## src/rtl/execute_muldiv_unit.sv

```systemverilog
// Multi-cycle RV32M multiply/divide unit: radix-2 shift-add multiply, restoring divide.
// Optional macro RAPID_FAST_MUL_EN: multiplies use one signed hard multiply with latency 1.
module execute_muldiv_unit #(
    parameter int XLEN = 32
) (
    input  logic            i_clk,
    input  logic            i_rst,
    input  logic            i_flush,
    input  logic            i_valid,
    output logic            o_ready,
    input  logic [2:0]      i_op,
    input  logic [XLEN-1:0] i_rs1,
    input  logic [XLEN-1:0] i_rs2,
    input  logic [4:0]      i_rd,
    output logic            o_valid,
    input  logic            i_ready,
    output logic [XLEN-1:0] o_result,
    output logic [4:0]      o_rd,
    output logic            o_busy
);

    localparam int CNT_W = $clog2(XLEN) + 1;

    localparam logic [2:0] OP_MUL    = 3'b000;
    localparam logic [2:0] OP_MULH   = 3'b001;
    localparam logic [2:0] OP_MULHSU = 3'b010;
    localparam logic [2:0] OP_DIV    = 3'b100;
    localparam logic [2:0] OP_REM    = 3'b110;

    typedef enum logic [1:0] {
        S_IDLE = 2'd0,
        S_CALC = 2'd1,
        S_DONE = 2'd2
    } state_t;

    state_t             r_state;
    state_t             w_state_next;

    logic [2:0]         r_op;
    logic [4:0]         r_rd_lat;
    logic               r_neg;
    logic [XLEN-1:0]    r_opnd;
    logic [XLEN-1:0]    r_hi;
    logic [XLEN-1:0]    r_lo;
    logic [CNT_W-1:0]   r_cnt;
    logic               r_valid;
    logic [XLEN-1:0]    r_result;
    logic [4:0]         r_rd;

    // ---------------- accept-time decode ----------------
    logic               w_accept;
    logic               w_is_div;
    logic               w_a_signed;
    logic               w_b_signed;
    logic               w_a_neg;
    logic               w_b_neg;
    logic [XLEN-1:0]    w_abs_a;
    logic [XLEN-1:0]    w_abs_b;
    logic               w_neg_res;
    logic               w_div_zero;
    logic               w_ovf;
    logic               w_direct;
    logic [XLEN-1:0]    w_direct_res;

    assign w_accept   = i_valid && (r_state == S_IDLE) && !i_flush;
    assign w_is_div   = i_op[2];
    assign w_a_signed = (i_op == OP_MULH) || (i_op == OP_MULHSU) || (i_op == OP_DIV) || (i_op == OP_REM);
    assign w_b_signed = (i_op == OP_MULH) || (i_op == OP_DIV) || (i_op == OP_REM);
    assign w_a_neg    = w_a_signed && i_rs1[XLEN-1];
    assign w_b_neg    = w_b_signed && i_rs2[XLEN-1];
    assign w_abs_a    = w_a_neg ? (-i_rs1) : i_rs1;
    assign w_abs_b    = w_b_neg ? (-i_rs2) : i_rs2;
    // Remainder takes the dividend's sign; everything else the product/quotient sign.
    assign w_neg_res  = (i_op == OP_REM) ? w_a_neg : (w_a_neg ^ w_b_neg);
    assign w_div_zero = w_is_div && (i_rs2 == '0);
    assign w_ovf      = ((i_op == OP_DIV) || (i_op == OP_REM))
                        && (i_rs1 == {1'b1, {(XLEN-1){1'b0}}})
                        && (i_rs2 == '1);

`ifdef RAPID_FAST_MUL_EN
    logic signed [XLEN:0]     w_fa;
    logic signed [XLEN:0]     w_fb;
    logic signed [2*XLEN-1:0] w_fp;

    assign w_fa = {w_a_signed && i_rs1[XLEN-1], i_rs1};
    assign w_fb = {w_b_signed && i_rs2[XLEN-1], i_rs2};
    assign w_fp = w_fa * w_fb;
`endif

    always_comb begin
        w_direct     = 1'b0;
        w_direct_res = '0;
        if (w_div_zero) begin
            w_direct     = 1'b1;
            w_direct_res = i_op[1] ? i_rs1 : '1;
        end else if (w_ovf) begin
            w_direct     = 1'b1;
            w_direct_res = i_op[1] ? '0 : i_rs1;
        end
`ifdef RAPID_FAST_MUL_EN
        else if (!w_is_div) begin
            w_direct     = 1'b1;
            w_direct_res = (i_op == OP_MUL) ? w_fp[XLEN-1:0] : w_fp[2*XLEN-1:XLEN];
        end
`endif
    end

    // ---------------- iteration step ----------------
    // Multiply: r_hi accumulates, r_lo holds the multiplier and collects the low product bits.
    // Divide:   r_hi is the partial remainder, r_lo shifts the dividend out and quotient bits in.
    logic [XLEN:0]      w_mul_sum;
    logic [XLEN-1:0]    w_mul_hi;
    logic [XLEN-1:0]    w_mul_lo;
    logic [XLEN:0]      w_div_shift;
    logic [XLEN:0]      w_div_diff;
    logic               w_div_ge;
    logic [XLEN-1:0]    w_div_hi;
    logic [XLEN-1:0]    w_div_lo;
    logic [XLEN-1:0]    w_step_hi;
    logic [XLEN-1:0]    w_step_lo;
    logic               w_last;

    assign w_mul_sum   = {1'b0, r_hi} + (r_lo[0] ? {1'b0, r_opnd} : '0);
    assign w_mul_hi    = w_mul_sum[XLEN:1];
    assign w_mul_lo    = {w_mul_sum[0], r_lo[XLEN-1:1]};
    assign w_div_shift = {r_hi, r_lo[XLEN-1]};
    assign w_div_diff  = w_div_shift - {1'b0, r_opnd};
    assign w_div_ge    = !w_div_diff[XLEN];
    assign w_div_hi    = w_div_ge ? w_div_diff[XLEN-1:0] : w_div_shift[XLEN-1:0];
    assign w_div_lo    = {r_lo[XLEN-2:0], w_div_ge};
    assign w_step_hi   = r_op[2] ? w_div_hi : w_mul_hi;
    assign w_step_lo   = r_op[2] ? w_div_lo : w_mul_lo;
    assign w_last      = (r_state == S_CALC) && (r_cnt == CNT_W'(XLEN - 1));

    // ---------------- sign fix and result select ----------------
    logic [2*XLEN-1:0]  w_prod_fix;
    logic [XLEN-1:0]    w_quo_fix;
    logic [XLEN-1:0]    w_rem_fix;
    logic [XLEN-1:0]    w_calc_res;

    assign w_prod_fix = r_neg ? (-{w_step_hi, w_step_lo}) : {w_step_hi, w_step_lo};
    assign w_quo_fix  = r_neg ? (-w_step_lo) : w_step_lo;
    assign w_rem_fix  = r_neg ? (-w_step_hi) : w_step_hi;

    always_comb begin
        w_calc_res = '0;
        case (r_op)
            OP_MUL:           w_calc_res = w_prod_fix[XLEN-1:0];
            3'b001, 3'b010,
            3'b011:           w_calc_res = w_prod_fix[2*XLEN-1:XLEN];
            3'b100, 3'b101:   w_calc_res = w_quo_fix;
            default:          w_calc_res = w_rem_fix;
        endcase
    end

    // ---------------- control FSM ----------------
    always_ff @(posedge i_clk) begin
        if (i_rst) begin
            r_state <= S_IDLE;
        end else begin
            r_state <= w_state_next;
        end
    end

    always_comb begin
        w_state_next = r_state;
        if (i_flush) begin
            w_state_next = S_IDLE;
        end else begin
            case (r_state)
                S_IDLE: if (i_valid) w_state_next = w_direct ? S_DONE : S_CALC;
                S_CALC: if (w_last)  w_state_next = S_DONE;
                S_DONE: if (i_ready) w_state_next = S_IDLE;
                default:             w_state_next = S_IDLE;
            endcase
        end
    end

    // ---------------- datapath ----------------
    always_ff @(posedge i_clk) begin
        if (i_rst) begin
            r_op     <= '0;
            r_rd_lat <= '0;
            r_neg    <= 1'b0;
            r_opnd   <= '0;
            r_hi     <= '0;
            r_lo     <= '0;
            r_cnt    <= '0;
            r_valid  <= 1'b0;
            r_result <= '0;
            r_rd     <= '0;
        end else begin
            r_valid <= (w_state_next == S_DONE);
            if (w_accept) begin
                r_op     <= i_op;
                r_rd_lat <= i_rd;
                r_neg    <= w_neg_res;
                r_cnt    <= '0;
                r_hi     <= '0;
                r_opnd   <= w_is_div ? w_abs_b : w_abs_a;
                r_lo     <= w_is_div ? w_abs_a : w_abs_b;
                if (w_direct) begin
                    r_result <= w_direct_res;
                    r_rd     <= i_rd;
                end
            end else if (r_state == S_CALC) begin
                r_cnt <= r_cnt + CNT_W'(1);
                r_hi  <= w_step_hi;
                r_lo  <= w_step_lo;
                if (w_last && !i_flush) begin
                    r_result <= w_calc_res;
                    r_rd     <= r_rd_lat;
                end
            end
        end
    end

    assign o_ready  = (r_state == S_IDLE);
    assign o_busy   = (r_state != S_IDLE);
    assign o_valid  = r_valid;
    assign o_result = r_result;
    assign o_rd     = r_rd;

endmodule
```

## config.mk

```make
export PLATFORM = sky130hd
export DESIGN_NAME = execute_muldiv_unit
export DESIGN_NICKNAME = d
export VERILOG_FILES = /design/src/rtl/execute_muldiv_unit.sv
export SDC_FILE = /design/constraint.sdc
export NUM_CORES = 1
export LEC_CHECK = 0
export CAP_MARGIN = 20
export CORE_ASPECT_RATIO = 0.6
export CORE_MARGIN = 3
export CORE_UTILIZATION = 40
export CTS_CLUSTER_DIAMETER = 40
export DETAILED_ROUTE_END_ITERATION = 12
export SLEW_MARGIN = 20
export SYNTH_ARGS = -nofsm -noshare
export SYNTH_HDL_FRONTEND = slang
export SYNTH_SLANG_ARGS = --single-unit
export TNS_END_PERCENT = 10
```

## constraint.sdc

```tcl
create_clock -name i_clk -period 6 [get_ports i_clk]
set_clock_uncertainty 0.1 [all_clocks]
set_input_delay 1.8 -clock i_clk [delete_from_list [all_inputs] [get_ports i_clk]]
set_output_delay 1.8 -clock i_clk [all_outputs]
set_load 0.02 [all_outputs]
```

# Word-level counts from Yosys, hierarchy flattened
# Index checks and enable logic that the tools add are counted.
[word_totals]
elab_cells = 98
in_bits = 77
reg_bits = 151
output_inout_bits = 40
[op_classes]
addsub = 8
eq_ne = 16
reduce_logical = 27
n_bitwise = 1
muxes = 35
[op_table]
columns = ["operator", "n"]
rows = [
  ["two-way mux 32 bit", 20],
  ["negation 32 bit", 4],
  ["one-hot mux 32 bit (3 select lines)", 1],
  ["== test 32 bit, second input constant", 2],
  ["two-way mux 64 bit", 1],
  ["negation 64 bit", 1],
  ["adder 32 x 32 -> 33 bit", 1],
  ["subtractor 33 x 32 -> 33 bit", 1],
  ["logical NOT 32 bit", 1],
  ["two-way mux 5 bit", 4],
  ["== test 3 bit, second input constant", 4],
  ["two-way mux 2 bit", 5],
  ["== test 3 x 2 -> 1 bit, second input constant", 3],
  ["logical AND 1 bit", 9],
  ["adder 6 x 1 -> 6 bit, second input constant", 1],
  ["== test 3 x 1 -> 1 bit, second input constant", 2],
  ["== test 6 x 5 -> 1 bit, second input constant", 1],
  ["logical OR 1 bit", 6],
  ["one-hot mux 2 bit (3 select lines)", 1],
  ["nonzero test 2 bit", 3],
  ["== test 2 bit, second input constant", 2],
  ["OR reduction 2 bit", 2],
  ["logical NOT 3 bit", 1],
  ["two-way mux 1 bit", 3],
  ["other kinds (7)", 8],
]

# Depth between registers and ports, before layout
# Gate-level depths: netlist of run 1.
[depth]
ltp_word = 11
mapped_depth = 23
mapped_depth_nobuf = 22

# Worst setup path before layout of run 1
# Ideal clock, no wire load.
[synth_timing]
path_kind = "in2reg"
from = "input port i_rs1[13]"
to = "register r_result[30], in the netlist o_result[30]"
path_buffers = 1
setup_time_ps = 58
setup_slack_ps = 1039
stages = 14
required_time_ps = 5842
arrival_time_ps = 4803
path_cell_list = "or3_1 > or3_1 > nor3_1 > nand4bb_1 > o31ai_1 > a21boi_1 > and2_1 > clkbuf_1 > o21ai_0 > nand2_1 > a21oi_1 > a211oi_1 > o31ai_1 > o21ba_1"
[synth_between]
elab_chain_cells = 7
elab_cells_between_ends = 11
cone_classes = "eq/ne: 2; mux: 6; reduce/logical: 3"
[synth_lines]
columns = ["element", "line", "text"]
rows = [
  ["from (decl)", "12", "input logic [XLEN-1:0] i_rs1,"],
  ["== test 32 bit *", "77", "&& (i_rs1 == {1'b1, {(XLEN-1){1'b0}}})"],
  ["logical AND 1 bit *", "77", ""],
  ["logical AND 1 bit *", "78", "&& (i_rs2 == '1);"],
  ["two-way mux 1 bit or two-way mux 32 bit (tied branches)", "96", "end else if (w_ovf) begin"],
  ["two-way mux 1 bit or two-way mux 32 bit (tied branches)", "93", "if (w_div_zero) begin"],
  ["!= test 2 x 1 -> 1 bit (no line) or two-way mux 32 bit (tied branches)", "--", ""],
  ["AND reduction 3 bit (no line) or two-way mux 32 bit (tied branches)", "--", ""],
  ["to (signal assigned)", "203", "r_result <= w_direct_res;"],
  ["to (signal assigned)", "211", "r_result <= w_calc_res;"],
  ["to (decl)", "47", "logic [XLEN-1:0] r_result;"],
]
# Every way passes the cells marked *; elsewhere a longest branch is shown, timed or not. The select of a mux whose other input is x is not followed.
# A chain may end at the register's enable or synchronous reset.

# Worst setup path after layout of run 1
[layout_timing]
from = "register r_lo[31]"
to = "register r_result[18], in the netlist o_result[18]"
[layout_between]
elab_chain_cells = 9
elab_cells_between_ends = 15
cone_classes = "add/sub: 4; mux: 10; reduce/logical: 1"
[layout_lines]
columns = ["element", "line", "text"]
rows = [
  ["from (decl)", "44", "logic [XLEN-1:0] r_lo;"],
  ["from (signal assigned)", "201", "r_lo <= w_is_div ? w_abs_a : w_abs_b;"],
  ["from (signal assigned)", "209", "r_lo <= w_step_lo;"],
  ["subtractor 33 x 32 -> 33 bit", "127", "assign w_div_diff = w_div_shift - {1'b0, r_opnd};"],
  ["two-way mux 32 bit or logical NOT 1 bit (tied branches)", "129, 128", ""],
  ["two-way mux 32 bit (on tied branches)", "131, 132", ""],
  ["negation 64 bit, or another cell as far along", "141", "assign w_prod_fix = r_neg ? (-{w_step_hi, w_step_lo}) : {w_step_hi, w_step_lo};"],
  ["two-way mux 64 bit, or another cell as far along", "141", ""],
  ["one-hot mux 32 bit (3 select lines) *", "147", "case (r_op)"],
  ["two-way mux 32 bit *", "210", "if (w_last && !i_flush) begin"],
  ["two-way mux 32 bit *", "206", "end else if (r_state == S_CALC) begin"],
  ["two-way mux 32 bit *", "194", "if (w_accept) begin"],
]
# Marked as above.

==> impl_metrics.prom, run 1 <==
# TYPE chip_impl_metric gauge
chip_impl_metric{name="cts_setup_buffers",unit=""} 0
chip_impl_info{name="holdPathEnd",value="r_opnd[31]"} 1
chip_impl_metric{name="yosys_top_cell_area_share",unit=""} 0.179
chip_impl_metric{name="fmaxAchievable",unit="GHz"} 0.170
chip_impl_metric{name="finalSetupTns",unit="ps"} 0
chip_impl_metric{name="rows",unit=""} 57
chip_impl_metric{name="tritoncts_num_sinks",unit=""} 151
chip_impl_metric{name="ff2ff_setup_slack",unit="ps"} 120
chip_impl_metric{name="dpl.cell_count",unit=""} 2998
chip_impl_info{name="highest_layer",value="met4"} 1
chip_impl_metric{name="deepest_clock_path_buffer_count",unit=""} 2
chip_impl_metric{name="cts_inserted_buffers",unit=""} 17
chip_impl_metric{name="wl_met3",unit="µm"} 11200
chip_impl_info{name="critical_path.reg2reg.endpoint",value="o_result[18]"} 1
chip_impl_metric{name="final.fill_count",unit=""} 4253
chip_impl_metric{name="synth_warnings",unit=""} 0
chip_impl_metric{name="global_route_overflow",unit=""} 0
chip_impl_metric{name="vias_in_the_first_global_route",unit=""} 16900
chip_impl_metric{name="finalPower",unit="mW"} 4.07
chip_impl_metric{name="cellPowerDensity",unit="nW/µm²"} 208
chip_impl_metric{name="synth.ff_latch_count",unit=""} 151
chip_impl_info{name="worst_path_most_repeated_cell",value="inv_1"} 1
chip_impl_info{name="timing.setup.critical_path_class",value="register to register"} 1
chip_impl_info{name="cts_root_buf",value="clkbuf_16"} 1
chip_impl_metric{name="static-leakage-power",unit="nW"} 7.31
chip_impl_metric{name="detailed_routing_wirelength_on_met1",unit="µm"} 37300
chip_impl_metric{name="dp_worst_setup_slack",unit="ps"} 117
chip_impl_metric{name="num_antenna_cells",unit=""} 0
chip_impl_metric{name="worstPathArrival",unit="ps"} 6100
chip_impl_info{name="rsz0062_at_grt",value="false"} 1
chip_impl_metric{name="firstDrtPassIters",unit=""} 9
chip_impl_metric{name="reg2reg_depth",unit=""} 18
chip_impl_metric{name="clkLatencyLatePin",unit="ps"} 460
chip_impl_metric{name="worst_path_largest_cell_delay",unit="ps"} 570
chip_impl_metric{name="floorplan.core_area",unit="µm²"} 41100
chip_impl_metric{name="post-dp-hpwl",unit="µm"} 63300
chip_impl_info{name="worstPathCellList",value="inv_1 -> ha_1 -> inv_1 -> fa_1 -> a211oi_1 -> o21ai_2 -> o21ai_4 -> a31o_1 -> a21oi_4 -> buf_4 -> nor2_4 -> mux2i_1 -> a31o_2 -> nand4_1 -> o31ai_1 -> xor2_1 -> a221oi_1 -> o21ai_0"} 1
chip_impl_metric{name="clk_transition_reported_paths",unit="ps"} 70
chip_impl_metric{name="final_layout_size_suffix_gt1_frac",unit=""} 0.0939
chip_impl_metric{name="layoutNonFillerInstCount",unit=""} 3030
chip_impl_metric{name="syn_to_final_growth",unit="%"} 15.6
chip_impl_metric{name="via_per_inst",unit=""} 6.47
chip_impl_metric{name="gp_routability_congestion",unit=""} 1.02
chip_impl_metric{name="max_slew_margin",unit=""} 0.235
chip_impl_metric{name="floorplan.die_area",unit="µm²"} 44800
chip_impl_metric{name="final.setup.worst_slack",unit="ps"} 118
chip_impl_metric{name="htree_num_levels",unit=""} 4
chip_impl_info{name="hold_class",value="register to register"} 1
chip_impl_metric{name="portBuffers",unit=""} 116
chip_impl_metric{name="antenna_found_initial",unit=""} 2
chip_impl_metric{name="worst_hold_path.num_cells",unit=""} 2
chip_impl_info{name="synth.top_cells.by_count",value="nand2_1, nor2_1, a21oi_1"} 1
chip_impl_info{name="slowest_stage",value="nor2_4"} 1
chip_impl_metric{name="routed-via-count",unit=""} 19600
chip_impl_info{name="timing.rr.start",value="r_lo[31]"} 1
chip_impl_metric{name="seq_area_frac_synth",unit=""} 0.179
chip_impl_info{name="dominant_delay_contributor_by_cell_family_on_the_critical_path",value="compound AO/OA/AOI/OAI gates"} 1
chip_impl_metric{name="tightest_slew",unit="ps"} 1140
chip_impl_metric{name="synth_enable_flop_cells",unit=""} 0
chip_impl_metric{name="netlist_area",unit="µm²"} 16900
chip_impl_info{name="cell_taking_the_most_area_after_synthesis",value="dfxtp_1"} 1
chip_impl_metric{name="effective_utilization_at_floorplan",unit=""} 0.411
chip_impl_metric{name="multi_input_area",unit="µm²"} 12900
chip_impl_metric{name="met2WireLength",unit="µm"} 28500
chip_impl_metric{name="detail_route.drc_violations",unit=""} 0
chip_impl_metric{name="fin_crit_sh",unit=""} 0.980
chip_impl_metric{name="global_route_wire_length_before_repair",unit="µm"} 113000
chip_impl_metric{name="synth.avg_cell_area",unit="µm²"} 7.11
chip_impl_metric{name="timing.max_cap.violations",unit=""} 0
chip_impl_metric{name="final-hold-violation-count",unit=""} 0
chip_impl_metric{name="initialDrtViolationCount",unit=""} 3070
chip_impl_metric{name="finalWorstPathRequiredPeriod",unit="ps"} 5880
chip_impl_metric{name="critical_path_required",unit="ps"} 6220
chip_impl_metric{name="seq_area",unit="µm²"} 3030
chip_impl_info{name="cts_tree",value="built"} 1
chip_impl_metric{name="timing.final.setup_violations",unit=""} 0
chip_impl_info{name="ys_top_cells_by_area",value="dfxtp_1, a21oi_1, nand2_1"} 1
chip_impl_metric{name="detail_route.wl_per_cell",unit="µm"} 25.8
chip_impl_info{name="dominantRegCellSynth",value="dfxtp_1"} 1
chip_impl_metric{name="worst-path-buf-inv",unit=""} 3
chip_impl_info{name="start_kind",value="register"} 1
chip_impl_metric{name="ant_nets",unit=""} 0
chip_impl_metric{name="path_max_fanout",unit=""} 17
chip_impl_metric{name="top_level_ports",unit=""} 117
chip_impl_info{name="min-delay-start",value="r_opnd[31]"} 1
chip_impl_metric{name="die-width",unit="µm"} 271
chip_impl_metric{name="synthesis.nets",unit=""} 2525
chip_impl_metric{name="grt_max_degree",unit=""} 96
chip_impl_info{name="synth.most_common_cell",value="nand2_1"} 1
chip_impl_metric{name="max-vdd-ir-drop",unit="mV"} 0.145
chip_impl_metric{name="grt_util_overall",unit=""} 0.335
chip_impl_info{name="run_status",value="finished, final reports clean"} 1
chip_impl_info{name="worst_setup_path_end_kind",value="register"} 1
chip_impl_metric{name="async_flop_share",unit=""} 0
chip_impl_metric{name="wl",unit="µm"} 78300
chip_impl_metric{name="yosysUniqueCellTypes",unit=""} 115
chip_impl_metric{name="die_h",unit="µm"} 165
chip_impl_metric{name="slew_viol_final",unit=""} 0
chip_impl_metric{name="syn-instance-count",unit=""} 2376
chip_impl_metric{name="number_of_nets_at_the_end_of_the_flow",unit=""} 2606
==> worst max path at each step <==
| stage | slack [ps] | end | startpoint | cells past startpoint |
|---|---|---|---|---|
| 6_report | 120 | o_result[18] | r_lo[31] | 18 |
| 5_1_grt | 6 | o_result[18] | r_lo[31] | 22 |
| 4_1_cts | 90 | o_result[18] | r_lo[31] | 22 |
| 3_5_place_dp | 120 | o_result[18] | r_lo[31] | 22 |
| 3_3_place_gp | 160 | o_result[18] | r_lo[31] | 20 |
| 2_1_floorplan | 1040 | o_result[30] | i_rs1[13] | 14 |
==> tightest hold or removal path, cell delays in order, from the launching register on <==
cell	delay, ps
dfxtp_1	320
nand2_1	60
a21oi_1	50
==> placed cells by master (no fill, tap or decap), types with 33 or more instances in the layout <==
| master | instances |
|---|---|
| nand2_1 | 263 |
| nand3_1 | 33 |
| xor2_1 | 72 |
| a21o_1 | 34 |
| a211oi_1 | 80 |
| o211ai_1 | 61 |
| a21oi_1 | 221 |
| inv_1 | 67 |
| nor3_1 | 52 |
| xnor2_1 | 107 |
| clkdlybuf4s50_1 | 114 |
| dfxtp_1 | 149 |
| buf_4 | 107 |
| ha_1 | 70 |
| o21ai_0 | 140 |
| and2_1 | 61 |
| nand4_1 | 41 |
| nor2_1 | 262 |
| mux2i_1 | 66 |
==> layout make-up <==
class,count,share of cell area
Tap cell,560,0.0359
Multi-Input combinational cell,1993,0.663
Clock buffer,20,0.0229
Timing Repair Buffer,225,0.103
Clock inverter,12,0.00718
Sequential cell,151,0.155
Inverter,69,0.0133
==> per-layer routing <==
layer,vias to the layer above,GRT usage
li1,8902,-
met1,9439,0.531
met2,1191,0.422
met3,70,0.111
met4,0,0.0636
met5,-,0
==> power breakdown <==
part	leakage [nW]	internal, mW	total (mW)	switching, mW
registers	1.23	1.04	1.10	0.0602
clock network	0.278	0.631	1.13	0.502
logic	5.80	0.625	1.83	1.21
total	7.31	2.30	4.07	1.77
==> through the flow <==
| step | area (µm²) | util | hold WS, ps |
|---|---|---|---|
| 2_1_floorplan | 16900 | - | 340 |
| 3_3_place_gp | 18900 | 0.460 | 359 |
| 3_5_place_dp | 18900 | 0.460 | 366 |
| 4_1_cts | 19500 | 0.475 | 378 |
| 5_1_grt | 19500 | 0.475 | 405 |
| 6_report | 19500 | 0.475 | 374 |
==> sequential cells by signal, indices dropped and copies added, names as in the netlist <==
signal,flops
o_rd,5
o_result,32
o_valid,1
r_cnt,6
r_hi,32
r_lo,32
r_neg,1
r_op,3
r_opnd,32
r_rd_lat,5
r_state,2
==> logic make-up after synthesis <==
family,count (synthesis),synth area share
AO/OA/AOI/OAI,809,0.329
XOR/XNOR,179,0.0928
adder cells (fa/ha/maj),72,0.0542
buffers and inverters,232,0.0576
flip-flops,151,0.179
multiplexers,71,0.0425
AND/OR/NAND/NOR,862,0.245
==> repair_timing <==
| item | 4_1_cts | 5_1_grt |
|---|---|---|
| hold buffers | 0 | 0 |
| endpoints found under the setup margin | 0 | 12 |
| resized for setup | 0 | 3 |
| endpoints found under the hold margin | 0 | 0 |
(Power assumes the default switching activity.)
==> inputs of run 2 (changes only) <==
--- a/config.mk
+++ b/config.mk
@@ -11,6 +11,7 @@
 export CORE_UTILIZATION = 40
 export CTS_CLUSTER_DIAMETER = 40
 export DETAILED_ROUTE_END_ITERATION = 12
+export GPL_ROUTABILITY_DRIVEN = 0
 export SLEW_MARGIN = 20
 export SYNTH_ARGS = -nofsm -noshare
 export SYNTH_HDL_FRONTEND = slang
==> run 2 against run 1 <==
  * Clock power is essentially flat
  * Power shrank 0.14%
  * Core utilization shrank 0.094 points
  * Sequential cell count is the same
  * Sequential share of layout area is essentially flat
  * Cell area shrank 0.20%
  * Clock-buffer cell count grew 1
  * Global-route usage shrank 1.1 points
  * Largest power group unchanged
==> impl_metrics.prom, run 2 (synthesis gave the netlist of run 1 again) <==
# TYPE chip_impl_metric gauge
chip_impl_metric{name="via_per_inst",unit=""} 6.51
chip_impl_metric{name="grt_util_overall",unit=""} 0.324
chip_impl_metric{name="worst_hold_path.num_cells",unit=""} 2
chip_impl_metric{name="timing.max_cap.violations",unit=""} 0
chip_impl_metric{name="antenna_found_initial",unit=""} 3
chip_impl_metric{name="combinational_power_share",unit=""} 0.456
chip_impl_metric{name="fin_worst_hold_slack",unit="ps"} 371
chip_impl_info{name="slowest_stage",value="o311ai_0"} 1
chip_impl_metric{name="power_frac_seq",unit=""} 0.272
chip_impl_info{name="rsz0062_at_grt",value="false"} 1
chip_impl_info{name="start_kind",value="register"} 1
chip_impl_metric{name="deepest_clock_path_buffer_count",unit=""} 2
chip_impl_metric{name="detail_route.drc_violations",unit=""} 0
chip_impl_info{name="run_status",value="finished, final reports clean"} 1
chip_impl_metric{name="global_route_wire_length_before_repair",unit="µm"} 110000
chip_impl_metric{name="max-vdd-ir-drop",unit="mV"} 0.164
chip_impl_metric{name="routed-via-count",unit=""} 19700
chip_impl_metric{name="die_h",unit="µm"} 165
chip_impl_metric{name="clkLatencyLatePin",unit="ps"} 460
chip_impl_metric{name="internal_power",unit="mW"} 2.28
chip_impl_info{name="critical_path.reg2reg.endpoint",value="o_result[18]"} 1
chip_impl_metric{name="finalWorstPathRequiredPeriod",unit="ps"} 5920
chip_impl_metric{name="power.net_switching",unit="mW"} 1.78
chip_impl_metric{name="tritoncts_num_sinks",unit=""} 151
chip_impl_metric{name="syn_to_final_growth",unit="%"} 15.4
chip_impl_info{name="layout.cells.most_common_list",value="nand2_1, nor2_1, a21oi_1, dfxtp_1, o21ai_0"} 1
chip_impl_metric{name="worstSetupPathDepth",unit=""} 20
chip_impl_metric{name="dpl.cell_count",unit=""} 2998
chip_impl_info{name="cts_root_buf",value="clkbuf_16"} 1
chip_impl_info{name="cts_tree",value="built"} 1
chip_impl_metric{name="num_antenna_cells",unit=""} 0
chip_impl_metric{name="grt_max_degree",unit=""} 82
chip_impl_metric{name="tightest_slew",unit="ps"} 1210
chip_impl_metric{name="floorplan.die_area",unit="µm²"} 44800
chip_impl_metric{name="global_route_overflow",unit=""} 0
chip_impl_metric{name="final-hold-violation-count",unit=""} 0
chip_impl_metric{name="initialDrtViolationCount",unit=""} 3046
chip_impl_metric{name="p_sw_frac",unit=""} 0.438
chip_impl_metric{name="top_level_ports",unit=""} 117
chip_impl_metric{name="max_slew_margin",unit=""} 0.188
chip_impl_metric{name="worst-path-buf-inv",unit=""} 3
chip_impl_metric{name="ff2ff_setup_slack",unit="ps"} 80
chip_impl_info{name="startpoint",value="r_lo[31]"} 1
chip_impl_metric{name="vias_in_the_first_global_route",unit=""} 17200
chip_impl_metric{name="detail_route.wl_per_cell",unit="µm"} 24.9
chip_impl_metric{name="ant_nets",unit=""} 0
chip_impl_metric{name="effective_utilization_at_floorplan",unit=""} 0.411
chip_impl_metric{name="slew_viol_final",unit=""} 0
chip_impl_info{name="hold_class",value="register to register"} 1
chip_impl_info{name="timing.rr.start",value="r_lo[31]"} 1
chip_impl_metric{name="post-dp-hpwl",unit="µm"} 60900
chip_impl_metric{name="die-width",unit="µm"} 271
chip_impl_metric{name="floorplan.core_area",unit="µm²"} 41100
chip_impl_metric{name="fin_crit_sh",unit=""} 0.987
chip_impl_metric{name="part_of_the_total_power_dissipated_in_the_clock_network",unit=""} 0.272
chip_impl_metric{name="reg2reg_depth",unit=""} 20
chip_impl_metric{name="layoutNonFillerInstCount",unit=""} 3031
chip_impl_info{name="timing.setup.critical_path_class",value="register to register"} 1
chip_impl_metric{name="clk_transition_reported_paths",unit="ps"} 70
chip_impl_metric{name="final_layout_size_suffix_gt1_frac",unit=""} 0.0943
chip_impl_metric{name="critical_path_required",unit="ps"} 6210
chip_impl_metric{name="rows",unit=""} 57
chip_impl_metric{name="path_max_fanout",unit=""} 8
chip_impl_metric{name="worstPathArrival",unit="ps"} 6130
chip_impl_metric{name="firstDrtPassIters",unit=""} 6
chip_impl_metric{name="timing.final.setup_violations",unit=""} 0
chip_impl_info{name="worstPathCellList",value="inv_1 -> ha_1 -> inv_1 -> fa_1 -> a211oi_1 -> o21ai_1 -> o21ai_2 -> a31o_1 -> buf_4 -> nand2_1 -> o311ai_0 -> nor2_1 -> ha_1 -> o31ai_1 -> nor2_1 -> nand2_1 -> o31ai_1 -> xor2_1 -> a221oi_1 -> o21ai_0"} 1
chip_impl_metric{name="fmaxAchievable",unit="GHz"} 0.169
chip_impl_metric{name="number_of_nets_at_the_end_of_the_flow",unit=""} 2607
chip_impl_metric{name="cellPowerDensity",unit="nW/µm²"} 208
chip_impl_info{name="dominant_delay_contributor_by_cell_family_on_the_critical_path",value="compound AO/OA/AOI/OAI gates"} 1
chip_impl_metric{name="cts_inserted_buffers",unit=""} 17
chip_impl_metric{name="finalSetupTns",unit="ps"} 0
chip_impl_info{name="most_common_library_cell_in_the_layout_ignoring_fill_and_taps",value="nand2_1"} 1
chip_impl_metric{name="static-leakage-power",unit="nW"} 7.30
chip_impl_metric{name="worst_path_largest_cell_delay",unit="ps"} 600
chip_impl_metric{name="htree_num_levels",unit=""} 4
chip_impl_info{name="worst_setup_path_end_kind",value="register"} 1
chip_impl_metric{name="wl",unit="µm"} 75400
chip_impl_metric{name="portBuffers",unit=""} 116
chip_impl_info{name="capture_point_of_the_worst_path",value="o_result[18]"} 1
-- run 2: worst min-delay path by stage --
stage	start	to	slack, ps
6_report	r_opnd[3]	r_opnd[3]	370
5_1_grt	r_opnd[1]	r_opnd[1]	400
4_1_cts	r_opnd[3]	r_opnd[3]	380
3_5_place_dp	r_opnd[3]	r_opnd[3]	370
3_3_place_gp	r_cnt[1]	r_cnt[1]	360
2_1_floorplan	r_opnd[13]	r_opnd[13]	340
-- run 2: what timing repair did --
item                                    in CTS  in global routing
endpoints found under the setup margin       0                  1
hold buffers                                 0                  0
buffers inserted                             0                  1
resized for setup                            0                  1
-- run 2: layout make-up --
cell class | instances | area (µm²)
inverter | 69 | 259
multi-input combinational | 1993 | 12900
clock buffer | 21 | 470
timing repair buffer | 226 | 1980
sequential | 151 | 3030
tap | 560 | 701
fill | 4197 | 21600
clock inverter | 11 | 110
-- run 2: routing by layer --
layer	track usage	vias up	routed length [µm]
met1	0.487	9411	34000
met5	0	-	105
met2	0.406	1314	27000
li1	-	8901	-
met4	0.0511	8	1140
met3	0.157	108	13100
-- run 2: tightest hold or removal path, stage by stage (launching register included) --
cell     delay [ps]
dfxtp_1         320
nand2_1          60
a21oi_1          50
-- run 2: power by group through the flow --
| stage | Combinational, mW | Clock, mW | Sequential [mW] |
|---|---|---|---|
| after floorplan | 1.11 | 0 | 1.10 |
| after global placement | 1.72 | 0 | 1.12 |
| after detailed placement | 1.73 | 0 | 1.12 |
| after CTS | 1.74 | 1.10 | 1.10 |
| after global routing | 1.93 | 1.15 | 1.11 |
| final | 1.85 | 1.11 | 1.10 |
-- run 2: metrics by stage --
step / total power [mW] / area [µm²] / utilization / setup slack [ps]
CTS: 3.95 / 19500 / 0.474 / 272
global route: 4.19 / 19500 / 0.474 / 0.678
finish: 4.06 / 19500 / 0.474 / 77.4
global placement: 2.84 / 18900 / 0.460 / 321
floorplan: 2.21 / 16900 / - / 1040
detailed placement: 2.86 / 18900 / 0.460 / 119
